### config.mk
export PLATFORM = sky130hd
export DESIGN_NAME = scan_display_controller
export DESIGN_NICKNAME = d
export VERILOG_FILES = /design/src/rtl/disp_pkg.sv /design/src/rtl/seg7_decode.sv /design/src/rtl/scan_display_controller.sv
export SDC_FILE = /design/constraint.sdc
export NUM_CORES = 1
export LEC_CHECK = 0
export CAP_MARGIN = 20
export CORE_UTILIZATION = 55
export DETAILED_ROUTE_END_ITERATION = 6
export PLACE_DENSITY = 0.79
export SYNTH_ARGS = -nofsm -noshare
export SYNTH_HDL_FRONTEND = slang
export SYNTH_SLANG_ARGS = --single-unit
### constraint.sdc
create_clock -name clk -period 3.2 [get_ports clk]
set_clock_uncertainty 0.05 [all_clocks]
set_input_delay 0.32 -clock clk [delete_from_list [all_inputs] [get_ports clk]]
set_output_delay 0.32 -clock clk [all_outputs]
set_load 0.01 [all_outputs]
### src/rtl/disp_pkg.sv
// Shared constants for the multiplexed seven-segment display controller.
// Segment order is {a,b,c,d,e,f,g}, active-low (0 = segment lit).
package disp_pkg;

   localparam int unsigned DEF_NUM_DIGITS  = 8;
   localparam int unsigned DEF_SLOT_CYCLES = 16384;

   localparam logic [6:0] SEG_BLANK = 7'b1111111;

   localparam logic [6:0] GLYPH_0 = 7'b0000001;
   localparam logic [6:0] GLYPH_1 = 7'b1001111;
   localparam logic [6:0] GLYPH_2 = 7'b0010010;
   localparam logic [6:0] GLYPH_3 = 7'b0000110;
   localparam logic [6:0] GLYPH_4 = 7'b1001100;
   localparam logic [6:0] GLYPH_5 = 7'b0100100;
   localparam logic [6:0] GLYPH_6 = 7'b0100000;
   localparam logic [6:0] GLYPH_7 = 7'b0001111;
   localparam logic [6:0] GLYPH_8 = 7'b0000000;
   localparam logic [6:0] GLYPH_9 = 7'b0000100;
   localparam logic [6:0] GLYPH_A = 7'b0001000;
   localparam logic [6:0] GLYPH_B = 7'b1100000;   // lower-case b
   localparam logic [6:0] GLYPH_C = 7'b0110001;
   localparam logic [6:0] GLYPH_D = 7'b1000010;   // lower-case d
   localparam logic [6:0] GLYPH_E = 7'b0110000;
   localparam logic [6:0] GLYPH_F = 7'b0111000;

endpackage

### src/rtl/seg7_decode.sv
// Combinational hex nibble to active-low seven-segment glyph decoder.
module seg7_decode
   import disp_pkg::*;
(
   input  logic [3:0] nibble,
   output logic [6:0] seg
);

   // Map each nibble value to its hex glyph
   always_comb begin
      seg = SEG_BLANK;
      unique case (nibble)
         4'h0: seg = GLYPH_0;
         4'h1: seg = GLYPH_1;
         4'h2: seg = GLYPH_2;
         4'h3: seg = GLYPH_3;
         4'h4: seg = GLYPH_4;
         4'h5: seg = GLYPH_5;
         4'h6: seg = GLYPH_6;
         4'h7: seg = GLYPH_7;
         4'h8: seg = GLYPH_8;
         4'h9: seg = GLYPH_9;
         4'hA: seg = GLYPH_A;
         4'hB: seg = GLYPH_B;
         4'hC: seg = GLYPH_C;
         4'hD: seg = GLYPH_D;
         4'hE: seg = GLYPH_E;
         4'hF: seg = GLYPH_F;
      endcase
   end

endmodule

### src/rtl/scan_display_controller.sv
// Time-multiplexed seven-segment display scanner with frame-synchronous
// double buffering, leading-zero blanking and PWM brightness gating.
module scan_display_controller
   import disp_pkg::*;
#(
   parameter int unsigned NUM_DIGITS  = DEF_NUM_DIGITS,
   parameter int unsigned SLOT_CYCLES = DEF_SLOT_CYCLES
) (
   input  logic                    clk,
   input  logic                    reset,
   input  logic [4*NUM_DIGITS-1:0] digits,
   input  logic [NUM_DIGITS-1:0]   dp_in,
   input  logic                    load,
   input  logic                    lz_blank,
   input  logic [3:0]              brightness,
   output logic [6:0]              seg,
   output logic                    dp,
   output logic [NUM_DIGITS-1:0]   anode,
   output logic                    frame_done
);

   localparam int unsigned CW   = $clog2(SLOT_CYCLES);
   localparam int unsigned TW   = CW + 1;
   localparam int unsigned IW   = $clog2(NUM_DIGITS);
   localparam int unsigned STEP = SLOT_CYCLES / 16;

   localparam logic [CW-1:0] CNT_LAST = CW'(SLOT_CYCLES - 1);
   localparam logic [IW-1:0] IDX_LAST = IW'(NUM_DIGITS - 1);

   // Scan position
   logic [CW-1:0] cnt;
   logic [IW-1:0] idx;
   logic          tick;
   logic          boundary;
   logic          wrap_q;

   // Pending (written any time) and display (frame-stable) buffers
   logic [4*NUM_DIGITS-1:0] pend_dig;
   logic [NUM_DIGITS-1:0]   pend_dp;
   logic                    pend_valid;
   logic [4*NUM_DIGITS-1:0] disp_dig;
   logic [NUM_DIGITS-1:0]   disp_dp;

   // Per-cycle digit selection
   logic [NUM_DIGITS-1:0][3:0] disp_nib;
   logic [NUM_DIGITS-1:0]      blank;
   logic [NUM_DIGITS-1:0]      sel;
   logic                       zero_run;
   logic [3:0]                 cur_nib;
   logic [6:0]                 cur_glyph;
   logic [TW-1:0]              level;
   logic [TW-1:0]              threshold;
   logic                       lit;

   assign tick     = (cnt == CNT_LAST);
   assign boundary = tick && (idx == IDX_LAST);
   assign disp_nib = disp_dig;
   assign cur_nib  = disp_nib[idx];

   // Slot counter and digit index; wrap_q marks the first cycle of a new frame
   always_ff @(posedge clk) begin
      if (!reset) begin
         cnt    <= '0;
         idx    <= '0;
         wrap_q <= 1'b0;
      end else begin
         wrap_q <= boundary;
         if (tick) begin
            cnt <= '0;
            idx <= (idx == IDX_LAST) ? '0 : idx + 1'b1;
         end else begin
            cnt <= cnt + 1'b1;
         end
      end
   end

   // Double buffer: loads land in pending, display only changes at a frame
   // boundary; a load coinciding with the boundary goes straight to display
   always_ff @(posedge clk) begin
      if (!reset) begin
         pend_dig   <= '0;
         pend_dp    <= '0;
         pend_valid <= 1'b0;
         disp_dig   <= '0;
         disp_dp    <= '0;
      end else if (boundary) begin
         pend_valid <= 1'b0;
         if (load) begin
            disp_dig <= digits;
            disp_dp  <= dp_in;
         end else if (pend_valid) begin
            disp_dig <= pend_dig;
            disp_dp  <= pend_dp;
         end
      end else if (load) begin
         pend_dig   <= digits;
         pend_dp    <= dp_in;
         pend_valid <= 1'b1;
      end
   end

   // Leading-zero mask: walk down from the top digit while nibbles stay zero;
   // digit 0 is never part of the mask
   always_comb begin
      blank    = '0;
      zero_run = lz_blank;
      for (int unsigned i = 0; i < NUM_DIGITS - 1; i++) begin
         zero_run = zero_run & (disp_nib[NUM_DIGITS-1-i] == 4'h0);
         blank[NUM_DIGITS-1-i] = zero_run;
      end
   end

   // PWM gate: digit lit for the first (brightness+1)/16 of its slot
   always_comb begin
      level     = TW'(brightness) + TW'(1);
      threshold = level * TW'(STEP);
      lit       = ({1'b0, cnt} < threshold);
   end

   // One-hot select of the active digit
   always_comb begin
      sel      = '0;
      sel[idx] = 1'b1;
   end

   seg7_decode u_decode (
      .nibble (cur_nib),
      .seg    (cur_glyph)
   );

   // Registered outputs, one cycle behind the scan position
   always_ff @(posedge clk) begin
      if (!reset) begin
         anode      <= '1;
         seg        <= SEG_BLANK;
         dp         <= 1'b1;
         frame_done <= 1'b0;
      end else begin
         frame_done <= wrap_q;
         if (lit) begin
            anode <= ~sel;
            seg   <= blank[idx] ? SEG_BLANK : cur_glyph;
            dp    <= ~disp_dp[idx];
         end else begin
            anode <= '1;
            seg   <= SEG_BLANK;
            dp    <= 1'b1;
         end
      end
   end

endmodule

==> run summary, run 1 <==
The logs give 0 for the hold-fix buffer count after cts and 0 for the final-report max-slew violation count. For this design the top-level I/O count stands at 65. In the final routed layout, each cell accounts on average for 15.2 um. The flow ran to the end, and the final reports show no timing, DRC or antenna violations.

Setup violations remaining at the end of the flow were counted as 0. For the fill cell total of the finished layout, the log shows 716. The number of buffers added on ports is 64, and the average cell area after synthesis is 8.92 um^2. Synthesis handed over a netlist of 582 instances.

The die covers 9830 um^2. Based on the critical path, the design can be clocked at up to 0.369 GHz. The number of antenna diodes in the final layout is 0. In the post-synthesis netlist, the cell with the most instances is dfxtp_1.

The final critical-path required period came out at 2710 ps. At the end of the flow, the number of nets in the layout was 697. The tools report the startpoint kind of the worst setup timing path as a register. Row generation in the floorplan step produced 35 rows. The first detailed-routing pass ran for 5 iterations. The placed instances occupy a cell area of 5870 um^2. The number of nets handed over by synthesis was 643.

From bottom edge to top edge, the die measures 99.1 um. The worst-case IR drop observed on VDD is 0.000438 V. Setup repair after global routing left no endpoint under its margin. Global routing consumed, over all layers together, 25.2% of the routing resources. In this run, synthesis produced a sequential element count of 116. The post-synthesis sequential area ratio is 44.7%, and the via count of the first global-routing pass is 4149. The later pin in the worst-skew pair is clocked with a latency of 510 ps. STA puts the critical path data required time at 3500 ps.

For the DRC violation count after routing, the log shows 0. Cell type with the highest aggregate area in the netlist: dfxtp_1. The worst setup path is of the register to register kind. The multi-input combinational cell area is 2650 um^2. After global routing the overflow that remains totals 0.

The static leakage power was 0.00250 uW. Clock-pin slew was measured on the worst setup and hold paths at 60 ps. In this run the number of H-tree levels came out at 4.

With fillers left out, the area of the finished cells amounts to 6500 um^2. The count of flip-flops with a built-in enable after synthesis is 0. By area the synthesized netlist is led by dfxtp_1 45%, mux2i_1 8.9%, nand2_1 7.2%. The width of the chip was 99.1 um; the pin count of the biggest net entering global routing was 88. Dividing the detail-routed via count by the number of cells gives 5.76. Ranked by instance count, the synthesized netlist is headed by 116 x dfxtp_1, 100 x nand2_1, 61 x nor2_1. Along the worst path, the maximum fanout reaches 15.

The buffer depth of the longest clock path came out at 2. The number of placed instances, taps included, is 728. The run gives 70.7% as the final core utilization. The number of setup buffers added after CTS is 0. The kind of end point of the critical path is a register.

The run gives 11.6 mm as the wire length reported by the detailed router. TritonCTS built the clock tree. The async set-reset flop share out of synthesis was 0%. In this run the worst hold path is classified as input port to register. The clock sink count was 116; the overall via count from detail_route was 4374. The mapped netlist covers 5190 um^2. The tool flagged a number of max-cap violations equal to 0. From synthesis to final layout, the design area changed by 25.3%. The final critical path takes up 84.6% of the cycle. Buffers inserted during clock tree synthesis total 17.

The count of final hold-check violations was 0. The global-route wire length before repair came out at 19.5 mm. The core region is 9200 um^2. In this run the tightest slew margin relative to its limit is 40.9%. Once detail routing completed, the nets flagged for antenna violations numbered 0. The number of antenna violations at the first check in global routing is 0. The most used flip-flop cell after synthesis is dfxtp_1. For the half-perimeter wire length after placement, the log shows 7.66 mm. The filler-free cell count of the finished design is 760, and the DRC marker count from the first detailed-route iteration is 229. In this run, distinct cell masters in the synthesized netlist total 46. The share of cells above drive strength 1 came out at 8.78%. At the end of routability-driven placement, the weighted congestion stood at 0.819. Across the whole layout, storage elements account for 2320 um^2. The post-cts gate resize count was 0. The logs give 0 for the count of warnings emitted by yosys and 56.4% for the initial standard-cell utilization of the core.

After synthesis, the largest area contributor takes up 44.7% of total cell area. The total negative setup slack was 0 ps; the power density over cell area was 573 nW/um^2. The endpoint arrival time on the critical path is 3010 ps, and the actual slew at the worst max-slew pin is 887 ps. The library cell used as clock root buffer was clkbuf_8.
==> power breakdown <==
part / switching [uW] / internal, uW
sequential: 17.9 / 1480
combinational: 118 / 119
clock: 694 / 1290
==> state kept, by name, indices dropped and copies added (netlist names) <==
signal / flops
disp_dp: 8
anode: 8
dp: 1
seg: 7
cnt: 14
wrap_q: 1
pend_dig: 32
frame_done: 1
pend_valid: 1
idx: 3
pend_dp: 8
disp_dig: 32
==> worst max-delay path, cell delays in order (launching register included) <==
cell	delay (ps)
dfxtp_1	650
mux4_2	570
nand2_1	70
and2_1	270
inv_1	140
ha_1	280
inv_1	70
a211oi_1	50
a211oi_1	270
o21ai_0	130
==> path summary, 6_finish.rpt <==
path,endpoint,start,slack [ps],cells after the start
min,disp_dig[28],load,270,3
max,seg[3],idx[0],490,9
max reg2reg,seg[3],idx[0],490,9
min reg2reg,pend_dig[30],pend_dig[30],400,2
==> final cells by class <==
class,instances,area share (%)
Clock buffer,18,6.58
Clock inverter,14,3.10
Inverter,12,0.693
Multi-Input combinational cell,416,40.8
Sequential cell,116,35.7
Tap cell,111,2.14
Timing Repair Buffer,73,11.0
==> cells by family after synthesis <==
group / count (synthesis) / synth area share, %
fa+ha+maj: 13 / 3.13
xor+xnor: 13 / 2.19
buf+inv: 50 / 4.32
compound gates: 128 / 16.2
simple gates: 206 / 17.6
flops: 116 / 44.7
mux: 56 / 11.9
==> stage by stage <==
| step | setup WS (ps) | hold slack, ps | total power (uW) |
|---|---|---|---|
| 6_report | 492 | 266 | 3730 |
| 3_3_place_gp | 475 | 372 | 1760 |
| 2_1_floorplan | 982 | 362 | 1660 |
| 5_1_grt | 324 | 257 | 3850 |
| 3_5_place_dp | 359 | 374 | 1770 |
| 4_1_cts | 487 | 246 | 3760 |
==> metal layers <==
metal,GRT usage (%),up-vias,routed length [um]
li1,-,2184,-
met1,30.5,2074,5130
met2,43.8,106,5880
met3,7.17,10,476
met4,6.90,0,87
met5,0,-,0
==> cell usage in the layout, fill, tap and decap left out, types with 8 or more instances in the layout <==
cell type	instances
clkbuf_16	16
dfxtp_1	116
nand2_1	100
buf_4	8
mux2i_1	46
a21oi_1	46
a211oi_1	47
inv_1	11
o21ai_0	11
ha_1	13
nand3_1	8
nor2_1	61
clkdlybuf4s50_1	63
No activity file was read; power rests on OpenSTA's default activity.
==> run 2, diff against run 1 <==
clock period = 2.5 ns   (was 3.2 ns; I/O delays follow)
==> run 2 against run 1 <==
Net effect:
- hold slack lost 110 ps
- power up 28%
- final cell count increased by 1.2%
- first-iteration DRC count rose by 32%
- clock power up 28%
- utilization rose by 1.1 points
- largest cell class unchanged
- sequential cell count did not move
- cell area up 1.6%
- fmax is 15% higher
==> run summary, run 2 (synthesis gave the netlist of run 1 again) <==
Data on the critical path is required at its endpoint by 2870 ps. Measured in cells, the most critical reg-to-reg path has a length of 9. In this run the critical register-to-register path is captured at seg[3].

For met2 alone, demand over resource in global routing was 44.6%. The number of nets with antenna violations after detailed routing is 0. Startpoint kind of the worst setup timing path: a register. The area of the die is 9830 um^2, and the number of placed I/O pins is 65.

For this run, the post-layout net count is 706. The highest fanout seen on the critical path works out to 5. Cells with a size suffix above 1 make up 10.0% of the layout.

The run gives 4306 as the via count of the first global-routing pass. The global-route usage over all layers is 26.1%, and the floorplan core area is 9200 um^2. STA classifies the critical path endpoint as a register. For this run the aggregate overflow at the end of global routing stands at 0. Filler-free cell count of the finished design: 769. The floorplan step set the die height to 99.1 um.

The flow ran to the end, and the final reports show no timing, DRC or antenna violations. Global routing used 6.75% of the available met3 tracks. The library cell used most frequently in the layout, excluding fill and tap cells, is dfxtp_1. The worst pin sits at a relative slew slack of 40.4%. Buffers placed on the I/O ports in this run total 64. The library cells used most frequently in the layout, excluding fill and tap cells, are 114 x dfxtp_1, 100 x nand2_1, 63 x clkdlybuf4s50_1, 61 x nor2_1, 47 x a211oi_1. For the weighted congestion at the end of routability-driven global placement, the log shows 0.858.

The buffer depth of the longest clock path is 2, and the final core utilization is 71.8%. For this design the static power due to leakage is 0.00256 uW. The most critical setup path has its endpoint at seg[3]. The cell that appears most often on the critical path is a211oi_1.

The run gives 0 as the number of buffers inserted to repair setup after CTS. The design draws 4790 uW. The critical path contains buffers and inverters numbering 2 combined.

At the later pin of the worst-skew pair, clock insertion delay measures 520 ps. The kind of cell adding the most delay to the critical path is compound AO/OA/AOI/OAI gates. The power density over cell area is 724 nW/um^2.

In this run the most used layer during global routing was met2. The logs give 0 for the final-report max-slew violation count and 5960 um^2 for the post-detailed-placement cell area. The logs give 0 for the post-cts gate resize count and 736 for the cell count after placement. From synthesis to final layout, the design area changed by 27.3%. The tree is rooted in a clkbuf_8. Wire length reported by the detailed router: 12.3 mm. The critical path is of the register to register type.

The endpoint arrival time on the critical path was 2730 ps. The worst-case vdd ir drop was 0.000614 V. For this run, design rule violations remaining after detail routing come to 0. The floorplan step set the die width to 99.1 um. After routing the design area is 6610 um^2.

The total negative setup slack came out at 0 ps. The first global-routing pass estimated 20.1 mm of wire. Walking the worst path, the cells encountered are mux2_2, a221o_1, a21oi_1, buf_4, ha_2, inv_1, a211oi_1, a211oi_1, o21ai_0. The final antenna diode count was 0. The tools report the source of the worst register-to-register timing path as idx[1]. For this design, the CTS-stage hold fixing added 0 buffers. The tool flagged a number of max-cap violations equal to 0. Pin count of the biggest net entering global routing: 88.

Summed over all nets, the half-perimeter wirelength after detailed placement is 7.66 mm. The worst path in the final design needs a cycle of 2350 ps, including I/O delays and setup. For the DRC marker count from the first detailed-route iteration, the log shows 302. The worst register-to-register path has a setup slack of 150 ps. Count of final hold-check violations: 0. The largest single stage delay on the critical path is 370 ps. Overall via count from detail_route: 4461.

TritonCTS built the clock tree. The critical path launch point was idx[1]. Setup repair after global routing left no endpoint under its margin.

On the critical path, the stage with the largest delay is an instance of dfxtp_1. The achievable clock frequency came out at 0.425 GHz. The initial standard-cell utilization of the core was 56.4%. The total clock buffers created by CTS was 17; the placement row count was 35. The clock slew at the register clock pins of the worst setup and hold paths is 50 ps, and the number of antenna violations at the first check in global routing is 0. In this run the worst hold path is classified as input port to register.

The largest registers in the layout are disp_dig (32), pend_dig (32), cnt (14). The clock tree synthesis step divided the H-tree into 4 levels. In the final routed layout, each cell accounts on average for 15.9 um. The final cycle utilization of the critical path works out to 94.2%. For this run, the detailed router's first-pass iteration total came to 4. For the pin with the worst max-slew slack, the measured transition is 895 ps. Counting every sink on the clock net gives 116. The via density per instance was 5.80. The critical path depth works out to 9. The global routing usage on met1 is 30.8%, and the number of endpoints failing setup at the final stage is 0.
==> run 2: how the worst min path moves through the flow <==
stage / start / endpoint / slack (ps) / depth (start not counted)
final: load / pend_valid / 160 / 3
after global routing: load / pend_valid / 170 / 3
after CTS: load / pend_valid / 140 / 3
after detailed placement: wrap_q / frame_done / 380 / 1
after global placement: wrap_q / frame_done / 370 / 1
after floorplan: reset / frame_done / 320 / 1
==> run 2: final cells by class <==
type	count	area, um^2
Multi-Input combinational cell	416	2650
Fill cell	672	2590
Sequential cell	116	2320
Timing Repair Buffer	82	817
Clock buffer	24	480
Clock inverter	8	146
Tap cell	111	139
Inverter	12	45.0
==> run 2: per-stage QoR <==
step                setup slack (ps)  hold WS, ps
floorplan                        282          322
global placement                42.1          370
detailed placement              -107          379
CTS                             42.5          144
global route                    13.4          166
finish                           145          155
==> run 2: worst reg2reg max path: stages, from the launching register on <==
cell      delay (ps)
dfxtp_1          370
mux2_2           350
a221o_1          360
a21oi_1          220
buf_4            180
ha_2             230
inv_1             50
a211oi_1         170
a211oi_1          70
o21ai_0          200
==> run 2: layer usage <==
metal,routed length [um],part of all wire (%)
met1,5340,44
met2,6050,49
met3,578,4.7
met4,296,2.4
met5,0,0
==> run 2: power breakdown <==
group,leakage (uW),internal (uW),switching (uW)
clock,0.000305,1720,828
sequential,0.000947,1900,22.7
combinational,0.00131,159,152
total,0.00256,3780,1000
